### src/rtl/gates_pipe_pkg.sv
`default_nettype none
// +--------------------------------------------------------------------+
// | Package  : gates_pkg                                               |
// | Purpose  : Shared types and the bitwise operation evaluator for    |
// |            the gates_pipe datapath.                                |
// | Contents : op_e (3-bit operation code), logic_op() single-bit      |
// |            evaluator applied across any operand width.             |
// | Revision : 1.0 - initial release                                   |
// +--------------------------------------------------------------------+
package gates_pkg;

  typedef enum logic [2:0] {
    OP_AND  = 3'd0,
    OP_OR   = 3'd1,
    OP_NOT  = 3'd2,
    OP_NAND = 3'd3,
    OP_NOR  = 3'd4,
    OP_XOR  = 3'd5,
    OP_XNOR = 3'd6,
    OP_PASS = 3'd7
  } op_e;

  // Operations are purely bitwise, so evaluating one bit position is
  // enough; callers loop it over WIDTH, which keeps this width-agnostic.
  function automatic logic logic_op(input op_e op, input logic a, input logic b);
    logic r;
    r = a;
    case (op)
      OP_AND:  r = a & b;
      OP_OR:   r = a | b;
      OP_NOT:  r = ~a;
      OP_NAND: r = ~(a & b);
      OP_NOR:  r = ~(a | b);
      OP_XOR:  r = a ^ b;
      OP_XNOR: r = ~(a ^ b);
      OP_PASS: r = a;
      default: r = a;
    endcase
    return r;
  endfunction

endpackage
`default_nettype wire

### src/rtl/gates_pipe_stage.sv
`default_nettype none
// +--------------------------------------------------------------------+
// | Module   : gates_pipe_stage                                        |
// | Purpose  : One valid/ready register slice with full backpressure.  |
// |            Loads when empty or when downstream takes the held beat.|
// | Ports    : clk_i, rst_ni      clock / async active-low reset       |
// |            in_valid_i/in_data_i/in_ready_o   upstream side         |
// |            out_valid_o/out_data_o/out_ready_i downstream side      |
// | Revision : 1.0 - initial release                                   |
// +--------------------------------------------------------------------+
module gates_pipe_stage
  import gates_pkg::*;
#(
  parameter int              DW      = 8,
  parameter logic [DW-1:0]   RST_VAL = '0
) (
  input  logic          clk_i,
  input  logic          rst_ni,
  input  logic          in_valid_i,
  input  logic [DW-1:0] in_data_i,
  output logic          in_ready_o,
  output logic          out_valid_o,
  output logic [DW-1:0] out_data_o,
  input  logic          out_ready_i
);

  logic          vld_q, vld_d;
  logic [DW-1:0] data_q, data_d;
  logic          adv;

  // The slice may move when it is empty or its beat is being taken.
  assign adv        = !vld_q | out_ready_i;
  assign in_ready_o = adv;

  always_comb begin
    vld_d  = vld_q;
    data_d = data_q;
    if (adv) begin
      vld_d = in_valid_i;
      // Data only loads on a real beat; a bubble leaves stale data behind.
      if (in_valid_i) begin
        data_d = in_data_i;
      end
    end
  end

  always_ff @(posedge clk_i or negedge rst_ni) begin
    if (!rst_ni) begin
      vld_q  <= 1'b0;
      data_q <= RST_VAL;
    end else begin
      vld_q  <= vld_d;
      data_q <= data_d;
    end
  end

  assign out_valid_o = vld_q;
  assign out_data_o  = data_q;

endmodule
`default_nettype wire

### src/rtl/gates_pipe.sv
`default_nettype none
// +--------------------------------------------------------------------+
// | Module   : gates_pipe                                              |
// | Purpose  : Two-stage valid/ready pipeline applying one of eight    |
// |            bitwise operations to two WIDTH-bit operands, with a    |
// |            zero flag and a wrapping delivered-beat counter.        |
// | Ports    : iClk, iRst_n        clock / async active-low reset      |
// |            iA, iB, iOp, iValid, oReady   input beat handshake      |
// |            oY, oZero, oValid, iReady     output beat handshake     |
// |            oCount               deliveries modulo 2^CNT_W          |
// |            oParity              XOR of oY (GATES_PIPE_PARITY_EN)   |
// | Options  : `define GATES_PIPE_PARITY_EN adds the oParity output.   |
// | Revision : 1.0 - initial release                                   |
// +--------------------------------------------------------------------+
module gates_pipe
  import gates_pkg::*;
#(
  parameter int WIDTH = 8,
  parameter int CNT_W = 16
) (
  input  logic             iClk,
  input  logic             iRst_n,
  input  logic [WIDTH-1:0] iA,
  input  logic [WIDTH-1:0] iB,
  input  logic [2:0]       iOp,
  input  logic             iValid,
  output logic             oReady,
  output logic [WIDTH-1:0] oY,
  output logic             oZero,
  output logic             oValid,
  input  logic             iReady,
`ifdef GATES_PIPE_PARITY_EN
  output logic             oParity,
`endif
  output logic [CNT_W-1:0] oCount
);

  localparam int S1_W = 3 + 2 * WIDTH;
`ifdef GATES_PIPE_PARITY_EN
  localparam int              S2_W   = WIDTH + 2;
  localparam logic [S2_W-1:0] S2_RST = {1'b0, 1'b1, {WIDTH{1'b0}}};
`else
  localparam int              S2_W   = WIDTH + 1;
  localparam logic [S2_W-1:0] S2_RST = {1'b1, {WIDTH{1'b0}}};
`endif

  // Stage 1: operands and op code
  logic             s1_vld;
  logic [S1_W-1:0]  s1_data;
  logic [2:0]       s1_op;
  logic [WIDTH-1:0] s1_a, s1_b;
  logic             s2_in_rdy;

  gates_pipe_stage #(
    .DW      (S1_W),
    .RST_VAL ('0)
  ) u_stage1 (
    .clk_i       (iClk),
    .rst_ni      (iRst_n),
    .in_valid_i  (iValid),
    .in_data_i   ({iOp, iA, iB}),
    .in_ready_o  (oReady),
    .out_valid_o (s1_vld),
    .out_data_o  (s1_data),
    .out_ready_i (s2_in_rdy)
  );

  assign {s1_op, s1_a, s1_b} = s1_data;

  // Operation evaluation between the two register slices
  logic [WIDTH-1:0] res;
  logic [S2_W-1:0]  s2_in_data;
  logic [S2_W-1:0]  s2_data;

  always_comb begin
    res = '0;
    for (int i = 0; i < WIDTH; i++) begin
      res[i] = logic_op(op_e'(s1_op), s1_a[i], s1_b[i]);
    end
  end

`ifdef GATES_PIPE_PARITY_EN
  assign s2_in_data = {^res, ~|res, res};
`else
  assign s2_in_data = {~|res, res};
`endif

  // Stage 2: result and flags, driving the outputs directly
  gates_pipe_stage #(
    .DW      (S2_W),
    .RST_VAL (S2_RST)
  ) u_stage2 (
    .clk_i       (iClk),
    .rst_ni      (iRst_n),
    .in_valid_i  (s1_vld),
    .in_data_i   (s2_in_data),
    .in_ready_o  (s2_in_rdy),
    .out_valid_o (oValid),
    .out_data_o  (s2_data),
    .out_ready_i (iReady)
  );

`ifdef GATES_PIPE_PARITY_EN
  assign {oParity, oZero, oY} = s2_data;
`else
  assign {oZero, oY} = s2_data;
`endif

  // Delivered-beat counter; wraps naturally at 2^CNT_W
  logic [CNT_W-1:0] count_q, count_d;

  always_comb begin
    count_d = count_q;
    if (oValid && iReady) begin
      count_d = count_q + CNT_W'(1);
    end
  end

  always_ff @(posedge iClk or negedge iRst_n) begin
    if (!iRst_n) begin
      count_q <= '0;
    end else begin
      count_q <= count_d;
    end
  end

  assign oCount = count_q;

endmodule
`default_nettype wire

### config.mk
export PLATFORM = sky130hd
export DESIGN_NAME = gates_pipe
export DESIGN_NICKNAME = d
export VERILOG_FILES = /design/src/rtl/gates_pipe_pkg.sv /design/src/rtl/gates_pipe_stage.sv /design/src/rtl/gates_pipe.sv
export SDC_FILE = /design/constraint.sdc
export NUM_CORES = 1
export LEC_CHECK = 0
export CAP_MARGIN = 20
export CORE_AREA = 8 8 97 77
export DETAILED_ROUTE_END_ITERATION = 10
export DIE_AREA = 0 0 105 85
export GPL_TIMING_DRIVEN = 0
export PLACE_DENSITY_LB_ADDON = 0.12
export RECOVER_POWER = 50
export SYNTH_ARGS = -nofsm -noshare
export SYNTH_HDL_FRONTEND = slang
export SYNTH_SLANG_ARGS = --single-unit
### constraint.sdc
create_clock -name iClk -period 1.9 [get_ports iClk]
set_clock_uncertainty 0.1 [all_clocks]
set_input_delay 0.38 -clock iClk [delete_from_list [all_inputs] [get_ports iClk]]
set_output_delay 0.38 -clock iClk [all_outputs]
set_load 0.02 [all_outputs]
==> results.sh, run 1 <==
export IMPL_detail_route_wl_per_cell_um=14.5
export IMPL_ys_types=43
export IMPL_ant_nets=0
export IMPL_ys_top_cells_by_count="dfrtp_1, mux2_2, inv_1, nand2_1, ha_1"
export IMPL_clkLatencyLatePin_ps=300
export IMPL_io_pins=50
export IMPL_max_freq_ghz=0.498
export IMPL_setup_ws_ps=-109
export IMPL_crit_fanout=2
export IMPL_finalMaxSlewViolations=0
export IMPL_num_vias=2180
export IMPL_switching_power_mw=1.25
export IMPL_cp_required_ps=2020
export IMPL_synth_seq_cells=46
export IMPL_crit_slowest_cell="mux4_2"
export IMPL_clk_pin_slew_worst_paths_ps=90
export IMPL_port_buffers=49
export IMPL_drt_iter0_drc=64
export IMPL_die_w_um=105
export IMPL_yosys_top_cells_area="dfrtp_1, mux2_2, ha_1"
export IMPL_drive_gt1_share_pct=21.6
export IMPL_synth_most_common_cell="dfrtp_1"
export IMPL_place_congestion=0.843
export IMPL_layout_min_cycle_time_ps=2010
export IMPL_place_area_um2=3360
export IMPL_num_rows=25
export IMPL_cts_htree_levels=2
export IMPL_grt_start_max_net_pins=30
export IMPL_dieArea_um2=8930
export IMPL_avgSynthCellArea_um2=10.3
export IMPL_setup_violations=4
export IMPL_dp_hpwl_mm=4.52
export IMPL_cp_top_family="multiplexers"
export IMPL_swShare_pct=34.7
export IMPL_multi_input_area_um2=1470
export IMPL_routed_wl_mm=6.14
export IMPL_fin_area_um2=3640
export IMPL_grt_pass1_vias=2111
export IMPL_yosysTopAreaCell="dfrtp_1"
export IMPL_status="complete, but fails checks"
export IMPL_clkPwrFrac_pct=20.3
export IMPL_max_slew_margin_pct=33.4
export IMPL_power_leakage_nw=1.66
export IMPL_cts_sinks=46
export IMPL_powerDensity_nw_per_um2=990
export IMPL_critPathBufInv=1
export IMPL_yosys_area_top_type_share_pct=41.0
export IMPL_worstHoldPathType="register to register"
export IMPL_finalPower_mw=3.61
export IMPL_synth_edf_count=0
export IMPL_ir_worst_vdd_mv=0.593
export IMPL_firstDrtPassIters=4
export IMPL_drc=0
export IMPL_cts_buffers=5
export IMPL_synth_nets=306
export IMPL_fp_dieH_um=85
export IMPL_antennaDiodeCount=0
export IMPL_cts_buffer_depth=2
export IMPL_worst_pin_slew_ps=999
export IMPL_fp_coreArea_um2=6010
export IMPL_grt_pass1_wl_mm=10.1
export IMPL_worstPathArrival_ps=2130
export IMPL_final_hold_violation_count=0
export IMPL_finalCritPeriodShare_pct=106
export IMPL_final_core_utilization_pct=60.6
export IMPL_vias_per_cell=5.14
export IMPL_ys_seq_area_share_pct=41.9
export IMPL_clock_root_buffer="clkbuf_8"
export IMPL_grtUsageTotal_pct=13.6
export IMPL_grt_setup_unrepaired="true"
export IMPL_end_kind="register"
export IMPL_worst_setup_path_start_kind="register"
export IMPL_nFillCells=521
export IMPL_max_stage_delay_ps=500
export IMPL_p_seq_share_pct=37.1
export IMPL_area_growth_syn_to_layout_pct=32.5
export IMPL_crit_chain="inv_1 -> ha_1 -> mux2_4 -> mux4_2 -> nor2_2 -> nand3_1 -> o31ai_2"
export IMPL_seq_area_um2=1150
export IMPL_yosysWarningCount=0
export IMPL_antenna_found_initial=0
export IMPL_maxCapViolations=0
export IMPL_overflow=0
export IMPL_netlist_area_um2=2750
export IMPL_power_frac_comb_pct=42.6
export IMPL_async_flop_share_pct=100
export IMPL_violations="negative setup slack"
export IMPL_fin_nets=382
export IMPL_yosys_most_used_dff="dfrtp_1"
export IMPL_tritoncts="yes"
export IMPL_syn_inst=266
export IMPL_start_util_pct=45.7
export IMPL_crit_type="register to register"
export IMPL_p_int_mw=2.36
## area by class of cell
class,instances,area share [%]
buffer,12,2.54
clock buffer,6,1.99
clock inverter,2,1.03
inverter,22,2.37
multi-input combinational,186,40.4
sequential,46,31.6
tap,81,2.78
timing repair buffer,69,17.3
## sequential cells by signal (all words and copies together) (netlist names)
signal	cells
oCount	16
u_stage2.out_data_o	9
u_stage1.out_data_o	19
u_stage2.out_valid_o	1
u_stage1.out_valid_o	1
## path summary, 6_finish.rpt
check	startpoint	end	slack, ps	cells after the start
worst max-delay path	u_stage1.out_data_o[10]	u_stage2.out_data_o[8]	-110	7
worst min-delay path	oCount[15]	oCount[15]	370	1
worst max register to register	u_stage1.out_data_o[10]	u_stage2.out_data_o[8]	-110	7
worst min register to register	oCount[15]	oCount[15]	370	1
max in group asynchronous	iRst_n	u_stage2.out_data_o[8]	200	3
min in group asynchronous	iRst_n	u_stage1.out_data_o[7]	660	2
## worst register-to-register path, cell delays in order (launching register included)
cell,delay [ps]
dfrtp_1,380
inv_1,80
ha_1,240
mux2_4,260
mux4_2,500
nor2_2,100
nand3_1,90
o31ai_2,180
## layer usage
metal	wire length (µm)	global-route usage, %	vias to the layer above
met2	2760	21.3	49
met1	3030	18.2	1046
met4	85	3.88	0
met3	260	3.41	9
li1	-	-	1076
met5	0	0	-
## per-stage QoR
stage                     setup slack, ps  setup TNS [ps]  hold slack (ps)  cells
after floorplan                     -33.6           -33.6            -15.6    266
after global placement               -990          -53440              365    396
after detailed placement             -461           -9160              248    397
after CTS                            -121            -151              381    412
after global routing                 -185           -1640              403    424
final                                -109            -226              375    424
## cells in the final DEF (no fill, tap or decap), types with 3 or more instances in the layout
master	netlist	routed
inv_1	21	21
nand3_1	10	10
xor2_1	3	3
a21oi_1	11	11
dfrtp_1	45	45
mux2i_1	16	16
buf_6	3	6
clkbuf_8	0	5
nor2_1	12	10
o21ai_0	12	10
o211ai_1	5	5
and3_1	6	6
a211oi_1	3	3
xnor2_1	12	12
buf_4	3	20
ha_1	17	17
clkbuf_1	4	6
nand2b_1	7	7
nand2_1	21	20
clkdlybuf4s50_1	0	44
mux2_2	24	24
## logic make-up after synthesis
kind of cell | synth area share [%]
buffers and inverters | 5.97
AOI/OAI and AO/OA | 10.3
DFF | 41.9
and+or+nand+nor | 12.3
xor gates and xnor gates | 4.78
adders and majority gates | 7.74
muxes | 17.0
## power groups by stage
stage / combinational (mW) / clock [mW] / sequential, mW
6_report: 1.54 / 0.733 / 1.34
4_1_cts: 1.47 / 0.754 / 1.34
5_1_grt: 1.68 / 0.782 / 1.37
3_3_place_gp: 1.38 / 0 / 1.36
3_5_place_dp: 1.41 / 0 / 1.36
2_1_floorplan: 0.736 / 0 / 1.50
## timing repair
item / in CTS / in global routing
setup buffers: 6 / 12
pin swaps: 2 / 2
setup endpoints to repair: 16 / 21
gates resized for setup: 9 / 17
endpoints found under the hold margin: 17 / 0
hold buffers: 1 / 0
Note: power is estimated with default switching activity, not from simulation.
==> run 2: changes to the inputs <==
- SKIP_CTS_REPAIR_TIMING: not set -> 1
==> results.sh, run 2 (synthesized netlist as in run 1, its figures left out) <==
export IMPL_routed_wl_mm=6.08
export IMPL_area_growth_syn_to_layout_pct=32.1
export IMPL_grt_setup_unrepaired="true"
export IMPL_finalMaxSlewViolations=0
export IMPL_hold_slack_ps=374
export IMPL_crit_fanout=4
export IMPL_antennaDiodeCount=0
export IMPL_layout_commonest_cell="dfrtp_1"
export IMPL_cts_buffer_depth=2
export IMPL_worstRegToRegCells=7
export IMPL_clkLatencyLatePin_ps=300
export IMPL_dp_hpwl_mm=4.52
export IMPL_final_hold_violation_count=0
export IMPL_place_congestion=0.843
export IMPL_nFillCells=525
export IMPL_num_rows=25
export IMPL_maxCapViolations=0
export IMPL_most_common_layout_cells="dfrtp_1, clkdlybuf4s50_1, mux2_2"
export IMPL_reg2reg_from="u_stage1.out_data_o[10]"
export IMPL_regToRegSetupSlack_ps=-150
export IMPL_num_vias=2139
export IMPL_max_slew_margin_pct=32.4
export IMPL_clk_pin_slew_worst_paths_ps=80
export IMPL_overflow=0
export IMPL_tritoncts="yes"
export IMPL_port_buffers=49
export IMPL_drc=0
export IMPL_ant_nets=0
export IMPL_grtUsageTotal_pct=13.5
export IMPL_drive_gt1_share_pct=21.3
export IMPL_power_leakage_nw=1.65
export IMPL_drt_iter0_drc=53
export IMPL_firstDrtPassIters=4
export IMPL_fin_nets=377
export IMPL_fp_dieH_um=85
export IMPL_antenna_found_initial=0
export IMPL_crit_path_end="u_stage2.out_data_o[8]"
export IMPL_grt_pass1_wl_mm=10.1
export IMPL_grt_pass1_vias=2074
export IMPL_status="complete, but fails checks"
export IMPL_fp_coreArea_um2=6010
export IMPL_post_place_ws_ps=-461
export IMPL_setup_ws_ps=-151
export IMPL_end_kind="register"
export IMPL_worstHoldPathType="register to register"
export IMPL_violations="negative setup slack"
export IMPL_max_freq_ghz=0.488
export IMPL_crit_type="register to register"
export IMPL_finalSetupTns_ps=-265
export IMPL_powerDensity_nw_per_um2=990
export IMPL_finalCritPeriodShare_pct=108
export IMPL_grt_start_max_net_pins=30
export IMPL_clock_root_buffer="clkbuf_8"
export IMPL_vias_per_cell=5.11
export IMPL_ir_worst_vdd_mv=0.596
export IMPL_cts_buffers=5
export IMPL_worstPathArrival_ps=2170
export IMPL_die_w_um=105
export IMPL_cts_sinks=46
export IMPL_fin_area_um2=3630
export IMPL_start_util_pct=45.7
export IMPL_cp_required_ps=2020
export IMPL_detail_route_wl_per_cell_um=14.5
export IMPL_setup_violations=12
export IMPL_dieArea_um2=8930
export IMPL_finalPower_mw=3.59
export IMPL_layout_min_cycle_time_ps=2050
export IMPL_worst_pin_slew_ps=1010
export IMPL_worst_setup_path_start_kind="register"
export IMPL_io_pins=50
export IMPL_r2r_end="u_stage2.out_data_o[8]"
export IMPL_largest_reg_flops=19
export IMPL_cts_htree_levels=2
export IMPL_startpoint="u_stage1.out_data_o[10]"
export IMPL_place_area_um2=3360
## run 2: stage by stage
stage	std cells	util (%)
after floorplan	266	-
after global placement	396	55.6
after detailed placement	397	55.9
after CTS	405	57.7
after global routing	419	60.4
final	419	60.4
## run 2: critical path: stages, from the launching register on
cell	delay, ps
dfrtp_1	420
inv_2	90
ha_4	200
mux2_4	250
mux4_2	500
nor2_2	100
nand3_1	90
o31ai_2	220
## run 2: report_power, final
group          total (mW)  internal (mW)  switching, mW
registers            1.34           1.17          0.168
logic                1.52          0.773          0.744
clock network       0.732          0.393          0.339
## run 2: routing by layer
layer,global-route usage [%],routed length [µm]
met4,3.88,63
met5,0,0
met1,18.1,3040
met2,21.1,2710
met3,3.41,261
## run 2: layout make-up
class | count | area [µm²] | share of cell area, %
plain buffers | 12 | 92.6 | 2.55
clock buffers | 6 | 72.6 | 2.00
clock inverters | 2 | 37.5 | 1.03
inverters | 22 | 82.6 | 2.28
multi-input cells | 186 | 1500 | 41.2
flip-flops and latches | 46 | 1150 | 31.8
well taps | 81 | 101 | 2.79
repair buffers | 64 | 594 | 16.4
## run 2: how the worst min path moves through the flow
stage / end / slack, ps / from / depth (start not counted)
final: oCount[15] / 370 / oCount[15] / 1
after global placement: oCount[15] / 360 / oCount[15] / 1
after CTS: u_stage1.out_data_o[10] / -80 / iRst_n / 1
after floorplan: oCount[0] / -20 / iRst_n / 0
after detailed placement: u_stage1.out_data_o[10] / 250 / iRst_n / 1
after global routing: oCount[15] / 400 / oCount[15] / 1
